==> src/rtl/map_pkg.sv <==
// Shared constants and the loader state type for the map sweep logic.
package map_pkg;

    localparam int NODES = 34;
    localparam int ROW_W = 9;
    localparam int COL_W = 32;
    localparam int WT_W  = 14;
    localparam int EC_W  = 16;

    localparam logic [WT_W-1:0] INF = WT_W'(10000);

    typedef enum logic [2:0] {
        ST_IDLE,
        ST_LOOKUP,
        ST_EMIT,
        ST_ADVANCE,
        ST_DONE
    } loader_state_t;

endpackage

==> src/rtl/map_addr_counter.sv <==
// Row-major (row, column) walker over the NODES x NODES map with a last-entry flag.
module map_addr_counter
    import map_pkg::*;
(
    input  logic             clk,
    input  logic             rst_n,
    input  logic             i_clear,
    input  logic             i_advance,
    output logic [ROW_W-1:0] o_row,
    output logic [COL_W-1:0] o_col,
    output logic             o_last
);

    localparam logic [ROW_W-1:0] ROW_LAST = ROW_W'(NODES - 1);
    localparam logic [COL_W-1:0] COL_LAST = COL_W'(NODES - 1);

    logic [ROW_W-1:0] r_row;
    logic [COL_W-1:0] r_col;

    // Step the column; on wrap move to the next row, holding the row on the final entry.
    always_ff @(posedge clk) begin
        if (!rst_n || i_clear) begin
            r_row <= '0;
            r_col <= '0;
        end else if (i_advance) begin
            if (r_col == COL_LAST) begin
                r_col <= '0;
                if (r_row != ROW_LAST) begin
                    r_row <= r_row + 1'b1;
                end
            end else begin
                r_col <= r_col + 1'b1;
            end
        end
    end

    assign o_row  = r_row;
    assign o_col  = r_col;
    assign o_last = (r_row == ROW_LAST) && (r_col == COL_LAST);

endmodule

==> src/rtl/map_loader.sv <==
// Sweeps the edge-weight map and streams its entries into the adjacency RAM write port.
module map_loader
    import map_pkg::*;
#(
    parameter bit SKIP_INF = 1'b1
) (
    input  logic             clk,
    input  logic             rst_n,
    input  logic             start,
    output logic             busy,
    output logic             done,
    output logic [ROW_W-1:0] map_row,
    output logic [COL_W-1:0] map_col,
    input  logic [WT_W-1:0]  map_value,
    output logic             wr_valid,
    input  logic             wr_ready,
    output logic [ROW_W-1:0] wr_row,
    output logic [COL_W-1:0] wr_col,
    output logic [WT_W-1:0]  wr_weight,
    output logic [EC_W-1:0]  edge_count
);

    loader_state_t    r_state;
    loader_state_t    w_next_state;
    logic [ROW_W-1:0] r_wr_row;
    logic [COL_W-1:0] r_wr_col;
    logic [WT_W-1:0]  r_wr_weight;
    logic [EC_W-1:0]  r_edge_count;

    logic             w_start_accept;
    logic             w_advance;
    logic             w_last;
    logic             w_handshake;
    logic             w_counted;
    logic [ROW_W-1:0] w_row;
    logic [COL_W-1:0] w_col;

    assign w_start_accept = (r_state == ST_IDLE) && start;
    assign w_advance      = (r_state == ST_ADVANCE);
    assign w_handshake    = (r_state == ST_EMIT) && wr_ready;
    assign w_counted      = (r_wr_weight != '0) && (r_wr_weight != INF);

    map_addr_counter u_counter (
        .clk       (clk),
        .rst_n     (rst_n),
        .i_clear   (w_start_accept),
        .i_advance (w_advance),
        .o_row     (w_row),
        .o_col     (w_col),
        .o_last    (w_last)
    );

    // State register; reset returns to IDLE and abandons any sweep in flight.
    always_ff @(posedge clk) begin
        if (!rst_n) begin
            r_state <= ST_IDLE;
        end else begin
            r_state <= w_next_state;
        end
    end

    // Next-state selection for the lookup / emit / advance walk.
    always_comb begin
        w_next_state = r_state;
        case (r_state)
            ST_IDLE:    if (start) w_next_state = ST_LOOKUP;
            ST_LOOKUP:  w_next_state = (SKIP_INF && (map_value == INF)) ? ST_ADVANCE : ST_EMIT;
            ST_EMIT:    if (wr_ready) w_next_state = ST_ADVANCE;
            ST_ADVANCE: w_next_state = w_last ? ST_DONE : ST_LOOKUP;
            ST_DONE:    w_next_state = ST_IDLE;
            default:    w_next_state = ST_IDLE;
        endcase
    end

    // Capture the looked-up entry; it stays frozen through EMIT so stalls keep it stable.
    always_ff @(posedge clk) begin
        if (!rst_n) begin
            r_wr_row    <= '0;
            r_wr_col    <= '0;
            r_wr_weight <= '0;
        end else if (r_state == ST_LOOKUP) begin
            r_wr_row    <= w_row;
            r_wr_col    <= w_col;
            r_wr_weight <= map_value;
        end
    end

    // Count accepted finite off-diagonal weights, saturating, cleared by a new sweep.
    always_ff @(posedge clk) begin
        if (!rst_n || w_start_accept) begin
            r_edge_count <= '0;
        end else if (w_handshake && w_counted && (r_edge_count != '1)) begin
            r_edge_count <= r_edge_count + 1'b1;
        end
    end

    assign busy       = (r_state == ST_LOOKUP) || (r_state == ST_EMIT) || (r_state == ST_ADVANCE);
    assign done       = (r_state == ST_DONE);
    assign wr_valid   = (r_state == ST_EMIT);
    assign map_row    = w_row;
    assign map_col    = w_col;
    assign wr_row     = r_wr_row;
    assign wr_col     = r_wr_col;
    assign wr_weight  = r_wr_weight;
    assign edge_count = r_edge_count;

endmodule

==> config.mk <==
export PLATFORM = sky130hd
export DESIGN_NAME = map_loader
export DESIGN_NICKNAME = d
export VERILOG_FILES = /design/src/rtl/map_pkg.sv /design/src/rtl/map_addr_counter.sv /design/src/rtl/map_loader.sv
export SDC_FILE = /design/constraint.sdc
export NUM_CORES = 1
export LEC_CHECK = 0
export ABC_CLOCK_PERIOD_IN_PS = 1940
export BUFFER_PORTS_ARGS = -buffer_cell sky130_fd_sc_hd__buf_2
export CAP_MARGIN = 20
export CORE_MARGIN = 2
export CORE_UTILIZATION = 40
export CTS_CLUSTER_SIZE = 14
export DETAILED_ROUTE_END_ITERATION = 12
export PLACE_DENSITY_LB_ADDON = 0.05
export SYNTH_ARGS = -nofsm -noshare
export SYNTH_HDL_FRONTEND = slang
export SYNTH_SLANG_ARGS = --single-unit
==> constraint.sdc <==
create_clock -name clk -period 1.94 [get_ports clk]
set_input_delay 0.485 -clock clk [delete_from_list [all_inputs] [get_ports clk]]
set_output_delay 0.485 -clock clk [all_outputs]
set_load 0.02 [all_outputs]
==> key figures, run 1 <==
Status
  • Outcome: finished, final reports clean

Clocking
  • Clk buf depth: 2
  • Clock latency reported for the late side of the worst-skew pair: between 0.4 and 0.5 ns
  • Cts hold-fix bufs: 0
  • CTS Buf Count: 17
  • Post-CTS Setup Bufs: 0
  • Root Buffer: clkbuf_16
  • H-tree Lvls: 4
  • Clock-pin slew on the worst setup and hold paths: 0.05 ns
  • CTS tree: built
  • Clock sinks: around 120

GRT
  • Largest net degree at the start of global routing: 57
  • Total grt overflow: 0
  • Initial antenna violation count: 0
  • Vias in the first global route: around 4700
  • Gr usage total: 20.8%
  • First-pass GRT wire length: 23600 um

STA
  • Setup TNS: 0 ns
  • WHS: 0.343 ns
  • Slew Viols, Final: 0
  • Final Skew: 0.0129 ns
  • RSZ-0062 raised after global routing: false
  • Final setup fails: 0
  • Max-slew headroom: 68.2%
  • Fmax: 545 MHz
  • Period minus WS final: about 1.8 ns
  • Worst-margin pin slew: about 0.48 ns
  • Hold Vio Cnt, Final: 0
  • Fin crit share: 94.5%

Floorplanning
  • Die Ht: around 120 um
  • Placeable core area: 12700 um^2
  • IO Pins: 133
  • Die W: 118 um
  • Initial core utilization: 41.2%
  • Die area: 14000 um^2
  • # rows: 41

Job
  • Max-cap viol count: 0

Logic synthesis
  • Yosys reg bits: 115
  • Register area share after synthesis: 43.9%
  • Area leader, netlist: dfxtp_1
  • Synth Area per Inst: 8.52 um^2
  • Asr flop ratio synth: 0%
  • Synth Flop Type: dfxtp_1
  • Area share of the largest cell type after synthesis: 43.9%
  • Synth cell types: 55
  • Top cells by area, synth: dfxtp_1, nand2_1, a21boi_0
  • Number of synthesized flops with an enable pin: 0
  • Cell count after synthesis: just over 600
  • Net Count, Synth: around 640
  • Synthesized area: 5240 um^2
  • Total of warnings raised by yosys: 0

Detailed routing
  • First-pass DRT Iterations: 5
  • Routed vias: 5007
  • Routed WL: around 14000 um
  • Routed WL per cell: 14.6 um
  • Vias/cell: 5.14
  • 1st-iter DRT viols: 211
  • DRC viols: 0
  • ANT nets after route: 0

Worst setup path
  • WS Path Type: reg2reg
  • CP Launch Type: flip-flop
  • Req. time, crit path: 2.24 ns
  • CP endpoint kind: flip-flop
  • Crit Path Max Fanout: 22
  • WP data arrival: 2.14 ns

Cells and area
  • Layout cells sized above 1: 30.0%
  • Number of nets in the layout: 812
  • Most frequent cells in the layout: nand2_1, buf_2, dfxtp_1
  • Post-route cell area: a little over 7000 um^2
  • P&R area growth vs syn: 34.9%
  • # diodes: 0

Placement
  • Number of buffers added on ports: roughly 130
  • Area post-placement: between 6000 and 7000 um^2
  • GPL Wtd Cong: 0.835
  • Post-DP HPWL: 10300 um

Pwr
  • Comb pwr share: 9.7%
  • VDD IR max: 568 uV
  • Sw frac: 23.3%
  • Pwr/cell area: 921 nW/um^2
  • Internal power: 4.99 mW
  • Power share of the sequential group: ~38%
  • Psw: 1.52 mW
  • Clk pwr share: 52.7%
  • Leak: about 3.0 nW

Min path
  • Hold WC Path Type: in2reg
==> final timing paths <==
path / start / end / slack [ns] / cells after the start
setup / recovery: wr_weight[0] / edge_count[1] / 0.11 / 5
hold / removal: map_value[0] / wr_weight[0] / 0.34 / 3
setup reg to reg: wr_weight[0] / edge_count[1] / 0.11 / 5
hold reg to reg: wr_col[2] / wr_col[2] / 0.46 / 2
==> state kept, by name, indices dropped and copies added (netlist names) <==
signal	count
r_state	3
wr_row	9
u_counter.o_row	9
wr_col	32
edge_count	16
u_counter.o_col	32
wr_weight	14
==> area by class of cell <==
class / count / area [um^2]
repair buffers: 191 / 1140
inverters: 6 / 22.5
clock buffers: 21 / 470
well taps: 172 / 215
multi-input cells: 458 / 2730
clock inverters: 11 / 180
flip-flops and latches: 115 / 2300
fillers: 1233 / 5660
==> synth_stat cells (all sizes together), types with 6 or more instances <==
library cell	n
nor3	9
xor2	20
a21oi	17
clkbuf	19
nor2	48
o31ai	10
and2	6
and4	10
nand2	134
or4	11
dfxtp	115
nand3	30
nand4	24
nor4	13
a21boi	55
inv	6
xnor2	13
buf	17
nand2b	8
==> critical path, stage by stage (launching register included) <==
cell     delay (ns)
dfxtp_1        0.32
or4_4          0.55
nor4_4         0.30
a21o_4         0.30
nor3b_1        0.08
o21a_1         0.18
==> stage by stage <==
stage	cells	utilization, %	power, mW	worst slack [ns]
global placement	942	50.4	3.12	0.146
CTS	974	55.5	6.58	0.0156
global route	974	55.5	6.75	0.00193
finish	974	55.5	6.51	0.107
floorplan	615	-	2.91	0.0729
detailed placement	942	50.4	3.13	0.108
==> power groups by stage <==
| stage | registers [mW] | clock network (mW) | logic, mW |
|---|---|---|---|
| detailed placement | 2.50 | 0 | 0.635 |
| finish | 2.45 | 3.43 | 0.630 |
| global placement | 2.50 | 0 | 0.624 |
| global route | 2.46 | 3.60 | 0.691 |
| CTS | 2.45 | 3.50 | 0.639 |
| floorplan | 2.52 | 0 | 0.389 |
==> repair_timing <==
action	in CTS	in global routing
hold endpoints to repair	0	0
endpoints found under the setup margin	0	7
gates resized for setup	0	2
==> logic make-up after synthesis <==
kind of cell / Yosys count / share of synthesized area [%]
adder cells (fa/ha/maj): 5 / 1.19
flip-flops: 115 / 43.9
AO/OA/AOI/OAI: 101 / 14.1
XOR/XNOR: 33 / 5.52
multiplexers: 5 / 0.955
AND/OR/NAND/NOR: 314 / 30.2
buffers and inverters: 42 / 4.13
==> metal layers <==
| layer | vias to the layer above | global-route usage, % | wire (um) |
|---|---|---|---|
| met4 | 0 | 7.22 | 189 |
| met2 | 134 | 31.5 | 6320 |
| met3 | 13 | 5.79 | 859 |
| met5 | - | 0 | 0 |
| met1 | 2355 | 28.4 | 6820 |
| li1 | 2505 | - | - |
No activity file was read; power rests on OpenSTA's default activity.
==> run 2: changes to the inputs <==
--- a/config.mk
+++ b/config.mk
@@ -10,9 +10,11 @@
 export CAP_MARGIN = 20
 export CORE_MARGIN = 2
 export CORE_UTILIZATION = 40
+export CTS_BUF_LIST = sky130_fd_sc_hd__clkbuf_16
 export CTS_CLUSTER_SIZE = 14
 export DETAILED_ROUTE_END_ITERATION = 12
 export PLACE_DENSITY_LB_ADDON = 0.05
+export REMOVE_ABC_BUFFERS = 1
 export SYNTH_ARGS = -nofsm -noshare
 export SYNTH_HDL_FRONTEND = slang
 export SYNTH_SLANG_ARGS = --single-unit
==> key figures, run 2 (synthesis results as in run 1) <==
Clocking
  • H-tree Lvls: 4
  • Cts hold-fix bufs: 0
  • Clock-pin slew on the worst setup and hold paths: ~0.050 ns
  • CTS tree: built
  • Root Buffer: clkbuf_16
  • Clock latency reported for the late side of the worst-skew pair: between 0.4 and 0.5 ns
  • Clk buf depth: 2
  • CTS Buf Count: 17
  • Clock sinks: 115

Worst setup path
  • Worst-path cell chain: nor2_1 -> nor2_1 -> buf_2
  • Crit Path Max Fanout: 7
  • CP max stage delay: 0.50 ns
  • Worst path most repeated cell: nor2_1
  • Slowest stage cell, crit path: dfxtp_1
  • CP delay by family, top: flip-flops
  • Req. time, crit path: 1.45 ns
  • WS Path Type: reg2out
  • CP Buf/Inv Count: 1
  • CP endpoint kind: primary output
  • WP data arrival: 1.34 ns
  • CP Launch Type: flip-flop

STA
  • Hold Vio Cnt, Final: 0
  • Max-slew headroom: around three fifths
  • WHS: 0.330 ns
  • Final Skew: 0.00661 ns
  • Worst-margin pin slew: 0.557 ns
  • Fin crit share: 94.3%
  • Slew Viols, Final: 0
  • RSZ-0062 raised after global routing: false
  • Final setup fails: 0
  • Period minus WS final: 1.83 ns
  • Fmax: 547 MHz

Detailed routing
  • Vias/cell: 5.16
  • First-pass DRT Iterations: 4
  • Routed vias: between 5000 and 6000
  • ANT nets after route: 0
  • Routed WL per cell: 14.8 um
  • Routed WL: 14300 um
  • 1st-iter DRT viols: 258
  • DRC viols: 0

GRT
  • Largest net degree at the start of global routing: 56
  • Vias in the first global route: 4759
  • Initial antenna violation count: 0
  • Total grt overflow: 0
  • First-pass GRT wire length: ~24000 um
  • Gr usage total: 20.9%

Pwr
  • Comb pwr share: 10.5%
  • Overall power: 5.94 mW
  • Leak: 2.90 nW
  • Psw: 1.49 mW
  • Sw frac: 25.2%
  • Pwr/cell area: 856 nW/um^2
  • Internal power: 4.44 mW
  • Clk pwr share: 48.3%
  • VDD IR max: 513 uV
  • Power share of the sequential group: 41.2%

Floorplanning
  • Die W: 118 um
  • # rows: 41
  • Placeable core area: 12700 um^2
  • Initial core utilization: 41.2%
  • Die area: 14000 um^2
  • IO Pins: 133
  • Die Ht: between 100 and 150 um

Cells and area
  • Layout cells sized above 1: 29.1%
  • P&R area growth vs syn: 32.4%
  • Most frequent cells in the layout: nand2_1, buf_2, dfxtp_1
  • # diodes: 0
  • Number of nets in the layout: 810

Placement
  • Number of buffers added on ports: 132
  • Post-DP HPWL: 10300 um
  • GPL Wtd Cong: 0.824

Job
  • Max-cap viol count: 0

Status
  • Outcome: finished, final reports clean

Min path
  • Hold WC Path Type: in2reg
[run 2: cell count changes in the layout (fill, tap and decap cells not counted), sizes merged]
| cell | previous run | this run |
|---|---|---|
| clkbuf | 21 | 17 |
| inv | 6 | 10 |
| bufinv | 5 | 2 |
| buf | 191 | 189 |
[run 2: metrics by stage]
step	cell area (um^2)	cells	util [%]	TNS [ns]	setup WS [ns]
floorplan	5050	579	-	-23.42	-0.629
global placement	6390	940	50.2	0	0.172
detailed placement	6390	940	50.2	0	0.0922
CTS	6920	969	54.4	0	0.0608
global route	6940	969	54.5	0	0.000139
finish	6940	969	54.5	0	0.111
[run 2: worst paths after layout]
path	startpoint	cells past startpoint	to	slack (ns)
min	map_value[4]	3	wr_weight[4]	0.33
max reg2reg	edge_count[0]	5	edge_count[14]	0.14
max	r_state[0]	3	busy	0.11
min reg2reg	wr_row[8]	2	wr_row[8]	0.46
[run 2: power groups by stage]
stage          registers (mW)  logic (mW)  clock network [mW]
3_5_place_dp             2.50       0.634                   0
3_3_place_gp             2.49       0.623                   0
2_1_floorplan            2.54       0.309                   0
6_report                 2.45       0.622                2.87
5_1_grt                  2.46       0.683                3.03
4_1_cts                  2.45       0.636                2.92
[run 2: routing by layer]
| metal | share of wire [%] | vias up | wire [um] | GRT usage, % |
|---|---|---|---|---|
| met1 | 45 | 2376 | 6410 | 25.2 |
| met3 | 4.9 | 15 | 700 | 5.69 |
| met2 | 49 | 112 | 7050 | 35.8 |
| met5 | 0 | - | 0 | 0 |
| met4 | 1.3 | 0 | 181 | 7.22 |
| li1 | - | 2499 | - | - |
[run 2: timing repair]
item | 4_1_cts | 5_1_grt
resized for setup | 0 | 3
buffers inserted | 0 | 0
hold endpoints to repair | 0 | 0
endpoints found under the setup margin | 0 | 40
[run 2: tightest hold or removal path, stage by stage]
cell and delay, ns:
buf_2 0.10, nand2_1 0.04, a21boi_0 0.06
[run 2: area by class of cell]
| class | count | area, um^2 |
|---|---|---|
| repair buffers | 189 | 1130 |
| well taps | 172 | 215 |
| fillers | 1242 | 5780 |
| inverters | 6 | 22.5 |
| flip-flops and latches | 115 | 2300 |
| multi-input cells | 458 | 2740 |
| clock inverters | 12 | 104 |
| clock buffers | 17 | 425 |
==> run 3: changes to the inputs <==
--- a/config.mk
+++ b/config.mk
@@ -5,6 +5,7 @@
 export SDC_FILE = /design/constraint.sdc
 export NUM_CORES = 1
 export LEC_CHECK = 0
+export ABC_AREA = 1
 export ABC_CLOCK_PERIOD_IN_PS = 1940
 export BUFFER_PORTS_ARGS = -buffer_cell sky130_fd_sc_hd__buf_2
 export CAP_MARGIN = 20
==> key figures, run 3 <==
Cells and area
  • Layout cells sized above 1: between 20% and 30%
  • Most common cell after layout, fill and taps aside: nand2_1
  • P&R area growth vs syn: 28.3%
  • Filler cell count: 1510
  • Number of nets in the layout: 1088
  • Most frequent cells in the layout: nand2_1, buf_2, nor2_1
  • # diodes: 0

Clocking
  • PostCTS Resize Cnt: 0
  • Clock sinks: 115
  • Cts hold-fix bufs: 0
  • Clock-pin slew on the worst setup and hold paths: 0.05 ns
  • Clock latency reported for the late side of the worst-skew pair: 0.41 ns
  • Post-CTS Setup Bufs: 0
  • CTS Buf Count: 17
  • Root Buffer: clkbuf_16
  • CTS tree: built
  • Clk buf depth: 2
  • H-tree Lvls: 4

Logic synthesis
  • Synth cell types: 38
  • Most frequent cells after synthesis: nand2_1, nor2_1, dfxtp_1, inv_1, a21oi_1
  • Count leader, synth: nand2_1
  • Asr flop ratio synth: 0%
  • Synth Flop Type: dfxtp_1
  • Register area share after synthesis: 38.3%
  • Total of warnings raised by yosys: 0
  • Area leader, netlist: dfxtp_1
  • Synthesized area: 6020 um^2
  • Top cells by area, synth: dfxtp_1, nand2_1, a21oi_1
  • Yosys reg bits: approximately 120
  • Synth Area per Inst: ~6.7 um^2
  • Cell count after synthesis: 902
  • Area share of the largest cell type after synthesis: a little under two fifths
  • Number of synthesized flops with an enable pin: 0

Min path
  • Hold WC Path Type: in2reg
  • Hold Startpoint: map_value[8]
  • Hold Path End: wr_weight[8]
  • WHS Path Cells: 3

Worst setup path
  • R2R cell count: 7
  • WP data arrival: 2.06 ns
  • WS Path Type: reg2reg
  • FF-to-FF End: u_counter.o_col[22]
  • CP max stage delay: 0.37 ns
  • Worst path most repeated cell: nand2_1
  • Worst-path cell chain: buf_4 -> nand2_1 -> nor2_2 -> nand2_1 -> nor3_2 -> a21oi_1 -> nor3b_1
  • Crit Path Max Fanout: 7
  • Internal reg-to-reg setup slack: 0.15 ns
  • Slowest stage cell, crit path: nor3b_1
  • CP endpoint kind: flip-flop
  • CP delay by family, top: simple AND/OR/NAND/NOR gates
  • R2r startpoint: u_counter.o_col[16]
  • CP Buf/Inv Count: 1
  • CP Launch Type: flip-flop
  • Req. time, crit path: approximately 2.2 ns

Placement
  • GPL Wtd Cong: 0.898
  • Number of buffers added on ports: 132
  • Post-DP HPWL: 12600 um
  • Place WS: roughly 0.29 ns

Pwr
  • Pwr/cell area: 889 nW/um^2
  • Leak: 3.31 nW
  • VDD IR max: slightly below 600 uV

STA
  • Fin crit share: 92.0%
  • Worst-margin pin slew: ~0.43 ns
  • RSZ-0062 raised after global routing: false
  • Max-slew headroom: 71.2%
  • Final Skew: 0.0101 ns
  • Slew Viols, Final: 0
  • Hold Vio Cnt, Final: 0
  • Final setup fails: 0
  • Period minus WS final: between 1.5 and 2 ns
  • Setup TNS: 0 ns
  • Fmax: 560 MHz
  • Final WS setup: 0.155 ns

Floorplanning
  • Initial core utilization: about two fifths
  • Die W: 127 um
  • Placeable core area: 14600 um^2
  • # rows: 44
  • Die area: around 16000 um^2
  • Die Ht: 127 um
  • IO Pins: 133

Status
  • Outcome: finished, final reports clean

Detailed routing
  • Routed WL: 17500 um
  • First-pass DRT Iterations: 5
  • ANT nets after route: 0
  • Routed vias: approximately 6200
  • Vias/cell: 4.91
  • 1st-iter DRT viols: around 410
  • Routed WL per cell: 13.9 um
  • DRC viols: 0

GRT
  • Initial antenna violation count: 0
  • GRT met3 Usage: 5.15%
  • First-pass GRT wire length: 29000 um
  • Gr usage total: 22.5%
  • Largest net degree at the start of global routing: 64
  • Vias in the first global route: 5830
  • Met1 usage: 29.4%
  • Total grt overflow: 0
  • GRT Max-Usage Layer: met2
  • Routing usage on met2: 37.7%

Job
  • Max-cap viol count: 0
## run 3: final cells by class
class / count / area (um^2) / share of cell area [%]
clock inverters: 13 / 169 / 2.19
repair buffers: 176 / 1030 / 13.3
well taps: 184 / 230 / 2.98
multi-input cells: 638 / 3130 / 40.5
clock buffers: 17 / 425 / 5.51
flip-flops and latches: 115 / 2300 / 29.8
inverters: 117 / 439 / 5.69
## run 3: report_power, final
| group | internal [mW] | switching, mW |
|---|---|---|
| Clock | 2.11 | 1.09 |
| Sequential | 2.53 | 0.104 |
| Combinational | 0.335 | 0.701 |
## run 3: logic make-up (layout without fill, tap and decap cells)
group | after synthesis | in the layout | synth area share (%)
buffers and inverters | 149 | 323 | 9.98
and+or+nand+nor | 453 | 453 | 34.5
adders and majority gates | 5 | 5 | 1.04
DFF | 115 | 115 | 38.3
AOI/OAI and AO/OA | 167 | 167 | 14.3
xor gates and xnor gates | 13 | 13 | 1.89
## run 3: tightest hold or removal path: cells and delay by family
| kind | cells | cell delay, ns |
|---|---|---|
| buffers and inverters | 1 | 0.08 |
| AOI/OAI and AO/OA | 2 | 0.17 |
## run 3: worst max path at each step
stage,startpoint,to,slack (ns),depth (start not counted)
after floorplan,r_state[0],wr_col[0],-1.02,3
after global placement,u_counter.o_col[16],u_counter.o_col[22],0.25,7
after detailed placement,r_state[0],u_counter.o_col[31],0.29,8
after CTS,r_state[2],wr_valid,0.15,4
after global routing,u_counter.o_col[16],u_counter.o_col[22],0.04,7
final,u_counter.o_col[16],u_counter.o_col[22],0.15,7
## run 3: metrics by stage
step / instances / hold WS, ns / power, mW / utilization [%] / instance area (um^2)
2_1_floorplan: 870 / 0.520 / 3.32 / - / 5860
3_3_place_gp: 1230 / 0.430 / 3.73 / 48.7 / 7130
3_5_place_dp: 1230 / 0.432 / 3.73 / 48.7 / 7130
4_1_cts: 1260 / 0.353 / 6.94 / 52.7 / 7720
5_1_grt: 1260 / 0.384 / 7.20 / 52.7 / 7720
6_report: 1260 / 0.372 / 6.87 / 52.7 / 7720
## run 3: routing by layer
metal	vias up	wire, um
met2	153	8110
li1	3228	-
met1	2789	8410
met3	13	822
met4	0	147
met5	-	0
